[config.mk]
export PLATFORM = sky130hd
export DESIGN_NAME = sram_port0_arbiter
export DESIGN_NICKNAME = d
export VERILOG_FILES = /design/src/rtl/sram_ctrl_pkg.sv /design/src/rtl/sram_rr_arbiter.sv /design/src/rtl/sram_port0_arbiter.sv
export SDC_FILE = /design/constraint.sdc
export NUM_CORES = 1
export LEC_CHECK = 0
export ABC_AREA = 1
export BUFFER_PORTS_ARGS = -buffer_cell sky130_fd_sc_hd__clkbuf_2
export CAP_MARGIN = 20
export CORE_ASPECT_RATIO = 0.7
export CORE_MARGIN = 4
export CORE_UTILIZATION = 46
export CTS_CLUSTER_DIAMETER = 80
export DETAILED_ROUTE_END_ITERATION = 12
export PLACE_DENSITY = 0.94
export SYNTH_ARGS = -nofsm -noshare
export SYNTH_HDL_FRONTEND = slang
export SYNTH_SLANG_ARGS = --single-unit
[constraint.sdc]
create_clock -name clk -period 2.24 [get_ports clk]
set_input_delay 0.448 -clock clk [delete_from_list [all_inputs] [get_ports clk]]
set_output_delay 0.448 -clock clk [all_outputs]
set_load 0.02 [all_outputs]
[src/rtl/sram_ctrl_pkg.sv]
// Shared types and constants for the port-0 SRAM arbiter slice.
// The option SRAM_ARB_RR_EN is consumed by sram_rr_arbiter, not here.
package sram_ctrl_pkg;

    localparam int SRAM_ADDR_WIDTH = 9;
    localparam int SRAM_DATA_WIDTH = 32;
    localparam int SRAM_NUM_WMASKS = 4;
    localparam int SRAM_RD_LATENCY = 2;

    typedef enum logic {
        ID_M0 = 1'b0,
        ID_M1 = 1'b1
    } req_id_t;

    typedef struct packed {
        logic                       we;
        logic [SRAM_NUM_WMASKS-1:0] wmask;
        logic [SRAM_ADDR_WIDTH-1:0] addr;
        logic [SRAM_DATA_WIDTH-1:0] wdata;
    } sram_req_t;

    function automatic req_id_t other_id(input req_id_t id);
        return (id == ID_M0) ? ID_M1 : ID_M0;
    endfunction

endpackage

[src/rtl/sram_rr_arbiter.sv]
// Two-way grant logic for the shared SRAM port. With SRAM_ARB_RR_EN defined a
// round-robin pointer settles contention; otherwise m0 has fixed priority.
module sram_rr_arbiter
    import sram_ctrl_pkg::*;
(
    input  logic clk,
    input  logic rst_n,
    input  logic valid0,
    input  logic valid1,
    output logic grant0,
    output logic grant1
);

    req_id_t winner;

`ifdef SRAM_ARB_RR_EN
    req_id_t ptr_q;
    req_id_t ptr_d;

    always_ff @(posedge clk or negedge rst_n) begin
        if (!rst_n) begin
            ptr_q <= ID_M0;
        end else begin
            ptr_q <= ptr_d;
        end
    end

    // The pointer only moves on contention, handing priority to the loser.
    always_comb begin
        winner = ID_M0;
        ptr_d  = ptr_q;
        if (valid0 && valid1) begin
            winner = ptr_q;
            ptr_d  = other_id(ptr_q);
        end else if (valid1) begin
            winner = ID_M1;
        end
    end
`else
    logic unused_clk_rst;
    assign unused_clk_rst = clk ^ rst_n;

    always_comb begin
        winner = ID_M0;
        if (!valid0 && valid1) begin
            winner = ID_M1;
        end
    end
`endif

    assign grant0 = valid0 && (winner == ID_M0);
    assign grant1 = valid1 && (winner == ID_M1);

endmodule

[src/rtl/sram_port0_arbiter.sv]
// Shares port 0 of the 32x512 SRAM wrapper between two requesters with a fixed
// two-cycle response latency. Arbitration mode is selected by SRAM_ARB_RR_EN.
module sram_port0_arbiter
    import sram_ctrl_pkg::*;
#(
    parameter int ADDR_WIDTH = SRAM_ADDR_WIDTH,
    parameter int DATA_WIDTH = SRAM_DATA_WIDTH,
    parameter int NUM_WMASKS = SRAM_NUM_WMASKS
) (
    input  logic                  clk,
    input  logic                  rst_n,

    input  logic                  m0_req_valid,
    output logic                  m0_req_ready,
    input  logic                  m0_req_we,
    input  logic [NUM_WMASKS-1:0] m0_req_wmask,
    input  logic [ADDR_WIDTH-1:0] m0_req_addr,
    input  logic [DATA_WIDTH-1:0] m0_req_wdata,
    output logic                  m0_rsp_valid,
    output logic [DATA_WIDTH-1:0] m0_rsp_rdata,

    input  logic                  m1_req_valid,
    output logic                  m1_req_ready,
    input  logic                  m1_req_we,
    input  logic [NUM_WMASKS-1:0] m1_req_wmask,
    input  logic [ADDR_WIDTH-1:0] m1_req_addr,
    input  logic [DATA_WIDTH-1:0] m1_req_wdata,
    output logic                  m1_rsp_valid,
    output logic [DATA_WIDTH-1:0] m1_rsp_rdata,

    output logic                  sram_cs0,
    output logic                  sram_web0,
    output logic [NUM_WMASKS-1:0] sram_wmask0,
    output logic [ADDR_WIDTH-1:0] sram_addr0,
    output logic [DATA_WIDTH-1:0] sram_din0,
    input  logic [DATA_WIDTH-1:0] sram_dout0
);

    // Handshake: a request transfers in the cycle where valid and ready are
    // both high; ready is the grant, so it never rises without valid.
    sram_req_t req0;
    sram_req_t req1;
    sram_req_t win_req;
    logic      grant0;
    logic      grant1;
    logic      issue;
    req_id_t   issue_id;

    assign req0 = '{we: m0_req_we, wmask: m0_req_wmask, addr: m0_req_addr, wdata: m0_req_wdata};
    assign req1 = '{we: m1_req_we, wmask: m1_req_wmask, addr: m1_req_addr, wdata: m1_req_wdata};

    sram_rr_arbiter u_arb (
        .clk    (clk),
        .rst_n  (rst_n),
        .valid0 (m0_req_valid),
        .valid1 (m1_req_valid),
        .grant0 (grant0),
        .grant1 (grant1)
    );

    assign m0_req_ready = grant0;
    assign m1_req_ready = grant1;
    assign issue        = grant0 | grant1;
    assign issue_id     = grant1 ? ID_M1 : ID_M0;

    // An all-zero request on idle cycles parks the pins at their quiet values.
    always_comb begin
        win_req = '0;
        if (grant0) begin
            win_req = req0;
        end else if (grant1) begin
            win_req = req1;
        end
    end

    assign sram_cs0    = issue;
    assign sram_web0   = ~(issue & win_req.we);
    assign sram_wmask0 = win_req.wmask;
    assign sram_addr0  = win_req.addr;
    assign sram_din0   = win_req.wdata;

    logic    s1_valid;
    req_id_t s1_id;
    logic    s1_we;

    always_ff @(posedge clk or negedge rst_n) begin
        if (!rst_n) begin
            s1_valid <= 1'b0;
            s1_id    <= ID_M0;
            s1_we    <= 1'b0;
        end else begin
            s1_valid <= issue;
            s1_id    <= issue_id;
            s1_we    <= win_req.we;
        end
    end

    // dout0 is stable by the end of stage 1, so it is captured straight into
    // the response register of the owning requester; rdata holds otherwise.
    always_ff @(posedge clk or negedge rst_n) begin
        if (!rst_n) begin
            m0_rsp_valid <= 1'b0;
            m0_rsp_rdata <= '0;
            m1_rsp_valid <= 1'b0;
            m1_rsp_rdata <= '0;
        end else begin
            m0_rsp_valid <= s1_valid && (s1_id == ID_M0);
            m1_rsp_valid <= s1_valid && (s1_id == ID_M1);
            if (s1_valid && (s1_id == ID_M0)) begin
                m0_rsp_rdata <= s1_we ? '0 : sram_dout0;
            end
            if (s1_valid && (s1_id == ID_M1)) begin
                m1_rsp_rdata <= s1_we ? '0 : sram_dout0;
            end
        end
    end

endmodule

-- After elaboration in Yosys (flattened, before gate mapping)
Index checks and enable logic that the tools add are counted.
Widths: inputs -> output; s select.
- reductions and logical operators: 6
- muxes and demuxes: 5
- bitwise operators: 5
- operators by type and width (cell ; number):
    $mux 46 ; 2
    $mux 32 ; 1
    $logic_and 1x1->1 ; 5
    $not 1->1 ; 3
    $mux 1 ; 2
    $and 1x1->1 ; 1
    $logic_not 1->1 ; 1
    $or 1x1->1 ; 1
- word-level logic and storage cells: 23
- bits of input ports: 128
- output and inout port bits: 115
- flip-flop bits (word level): 69

-- Depth between registers and ports, before layout
- depth after elaboration: 8
- depth in mapped cells: 6

-- Hierarchy
Synthesis repeated with hierarchy kept, for this count alone.
- cell total of the unflattened synthesis: 548
- area total of the unflattened synthesis: 3802.4 sq um
- modules (own cells, without submodules) (module ; cells each ; area an instance (sq um) ; times used):
    sram_port0_arbiter ; 545 ; 3791.1 ; 1
    sram_rr_arbiter ; 3 ; 11.3 ; 1

-- Worst setup path before layout
No wires, ideal clock.
- path kind: input-to-output
- from: input port m1_req_valid
- to: output port sram_addr0[4]
- arrival: 1.099 ns
- required time: 1.792 ns
- cell stages on the path: 6
- setup slack: 0.693 ns
- buffers on the path: 2
- cell sequence: inv_1 nor2_4 buf_4 nand2_1 nand2_1 buf_4
- RTL lines (what ; RTL line ; source):
    start, declared ; sram_port0_arbiter.sv:22 ; input logic m1_req_valid,
    end, declared ; sram_port0_arbiter.sv:34 ; output logic [ADDR_WIDTH-1:0] sram_addr0,

-- Worst setup path in the final report
- from: input port m0_req_valid
- to: output port sram_addr0[7]
- longest elaborated chain between the ends: 6
- ends and longest elaborated chain (what ; RTL line ; source):
    start, declared ; sram_port0_arbiter.sv:13 ; input logic m0_req_valid,
    $logic_not 1->1 ; sram_rr_arbiter.sv:45 ; if (!valid0 && valid1) begin
    $logic_and 1x1->1 ; sram_rr_arbiter.sv:45 ;
    $mux 1 ; sram_rr_arbiter.sv:45 ;
    $logic_and 1x1->1 or $not 1->1 (tied branches) ; sram_rr_arbiter.sv:52, sram_rr_arbiter.sv:51 ;
    $mux 46 or $logic_and 1x1->1 (tied branches) ; sram_port0_arbiter.sv:71, sram_rr_arbiter.sv:51 ;
    $mux 46 (*) ; sram_port0_arbiter.sv:69 ; if (grant0) begin
Mark *: on every way between the ends. The rest lies on a longest branch, timed or not.

==> summary.md <==
| Metric | Value |
|---|---|
| Die Wd | 116 um |
| EDFF count, synth | 0 |
| Area contributors post-synth | dfrtp_1, nand2_1, buf_4 |
| Crit. End Element | primary output |
| CTS Sinks | 69 |
| Async SR Flop Fraction | 100% |
| Vias in the first global route | 3784 |
| Area share of the largest cell type after synthesis | 45.8% |
| Compound-Gate Fraction of Synth Area | 0% |
| Layout cells sized above 1 | 36.6% |
| Ys flop type | dfrtp_1 |
| Die height | 83.7 um |
| Simple-gate share of the synthesized area | 37.0% |
| Max Slew Vio Count | 0 |
| XOR/XNOR share of the synthesized area | 0% |
| Most frequent cell after synthesis | nand2_1 |
| Adder-cell share of the synthesized area | 0% |
| Cts hold-fix bufs | 0 |
| Reg2reg end | m1_rsp_rdata[11]$_DFFE_PN0P_ |
| Post-route setup TNS | 0 ps |
| Req. time, crit path | 1790 ps |
| Period minus WS final | 1800 ps |
| GRT overflow | 0 |
| Outcome | finished, final reports clean |
| CP Max Fanout | 29 |
| VDD IR max | 0.000738 V |
| Reg2reg path depth | 4 |
| Post-synth cell types | 13 |
| Global-route wire length before repair | 18000 um |
| Final period utilization | 80.2% |
| H-tree depth | 3 |
| R2r setup slk | 830 ps |
| Avg Inst Size Synth | 6.93 sq um |
| Static Leak | 3.30 nW |
| DIE AREA | 9730 sq um |
| Sequential share of the synthesized area | 45.8% |
| Post-synth net total | 672 |
| Power density cells | 795 nW/um^2 |
| Max-Cap Viols | 0 |
| Peak Freq | 0.556 GHz |
| Gate Count Post-Synth | 544 |
| Yosys reg bits | 69 |
| Vias per inst | 4.49 |
| Post-route DRC | 0 |
| IO Port Bufs | 242 |
| DR WL/cell | 13.2 um |
| Drt total wl | 11100 um |
| Critical Path AT | 1350 ps |
| Syn Std Cell Area | 3770 sq um |
| Fin. Hold Viols | 0 |
| Initial antenna violation count | 0 |
| Largest net degree at the start of global routing | 44 |
| Placer Congestion | 0.910 |
| Synth top cells by count | nand2_1, dfrtp_1, buf_4, inv_1, nor2_1 |
| Fillcell total | 700 |
| Placeable Area | 7910 sq um |
| Vias | 3774 |
| Starting Density | 47.7% |
| Synth area leader | dfrtp_1 |
| Nets | 863 |
| Setup bufs post-CTS | 0 |
| CTS max path bufs | 2 |
| IO Count | 243 |
| TritonRoute pass-1 iters | 4 |
| Antenna Nets Post-Route | 0 |
| Post-route cell area | 4990 sq um |
| Resize count post-CTS | 0 |
| Main combinational cell family by area after synthesis | simple AND/OR/NAND/NOR gates |
| Max_slew headroom | 46.8% |
| Worst r2r src | s1_id$_DFF_PN0_ |
| Unrepaired setup endpoints after global routing | false |
| Clk slew on worst S/H paths | 60 ps |
| Worst setup path class | in -> out |
| Total number of yosys warnings | 0 |
| Cell Area, Placed | 4680 sq um |
| Setup crit start kind | input pin |
| Clk_lat worst skew | 320 ps |
| CTS tree | built |
| Clk Tree Root Cell | clkbuf_16 |
| DP HPWL | 8580 um |
| Tightest Pin Transition | 797 ps |
| Gr usage total | 23.0% |
| Final setup viols | 0 |
| CTS Buf Count | 9 |
| Worst hold path type | in -> async |
| Row count | 27 |
| Mux cell area share after synthesis | 0% |
| Max Clock Skew | 5.46 ps |
| # diodes | 0 |
| DR iter-0 viols | 283 |
| Synth-to-Final Area Change | 32.3% |
==> critical path, cell delays in order <==
cell and delay [ps]:
clkbuf_2 160, nor2_4 130, buf_4 280, nand2_1 90, nand2_1 60, clkbuf_2 160
==> metal layers <==
| metal | part of all wire (%) | up-vias | GRT usage [%] | routed length [um] |
|---|---|---|---|---|
| met2 | 50 | 187 | 40.3 | 5610 |
| met5 | 0 | - | 0 | 0 |
| li1 | - | 1923 | - | - |
| met4 | 1.4 | 0 | 6.43 | 157 |
| met3 | 11 | 12 | 7.90 | 1220 |
| met1 | 37 | 1652 | 26.6 | 4120 |
==> per-stage QoR <==
step	utilization (%)	hold WS, ps	power, mW	worst slack [ps]	std cells
final	63.1	139	3.97	443	841
after global routing	63.1	181	4.17	327	841
after CTS	63.1	147	4.01	447	841
after detailed placement	59.2	465	2.56	446	825
after global placement	59.2	461	2.53	483	825
after floorplan	-	152	2.20	693	544
==> registers in the layout, summed over array words and instances, names as in the netlist <==
signal        flops
m0_rsp_rdata     32
m0_rsp_valid      1
m1_rsp_rdata     32
m1_rsp_valid      1
s1_id             1
s1_valid          1
s1_we             1
==> layout by cell type, fill, tap and decap left out, types with 2 or more instances in the layout <==
cell type,Yosys,layout
buf_4,54,7
nand2_1,331,331
nor2_1,32,32
nor2_4,2,2
clkbuf_2,0,241
clkbuf_16,0,9
inv_1,36,36
clkinvlp_4,0,2
dfrtp_1,69,69
clkinv_4,0,2
==> report_power, final <==
| part | internal, mW | switching [mW] | total (mW) | leakage, nW |
|---|---|---|---|---|
| registers | 1.41 | 0.102 | 1.51 | 0.873 |
| logic | 0.348 | 0.673 | 1.02 | 2.28 |
| clock network | 0.899 | 0.532 | 1.43 | 0.145 |
| total | 2.66 | 1.31 | 3.97 | 3.30 |
==> worst max-delay path by stage <==
stage	start	slack, ps	endpoint
CTS	m0_req_valid	450	sram_addr0[7]
global placement	m0_req_valid	480	sram_din0[18]
detailed placement	m0_req_valid	450	sram_addr0[7]
global route	m0_req_valid	330	sram_wmask0[1]
finish	m0_req_valid	440	sram_addr0[7]
floorplan	m1_req_valid	690	sram_addr0[4]
==> layout make-up <==
cell class | count | area [sq um] | share of cell area, %
sequential | 69 | 1730 | 34.6
clock inverter | 6 | 71.3 | 1.43
tap | 101 | 126 | 2.53
timing repair buffer | 250 | 1280 | 25.7
clock buffer | 10 | 239 | 4.79
inverter | 38 | 144 | 2.89
multi-input combinational | 367 | 1400 | 28.0
==> cell families after synthesis <==
logic type / after synthesis
simple gates: 367
buf+inv: 108
flops: 69
Power figures use the tool's default switching activity.
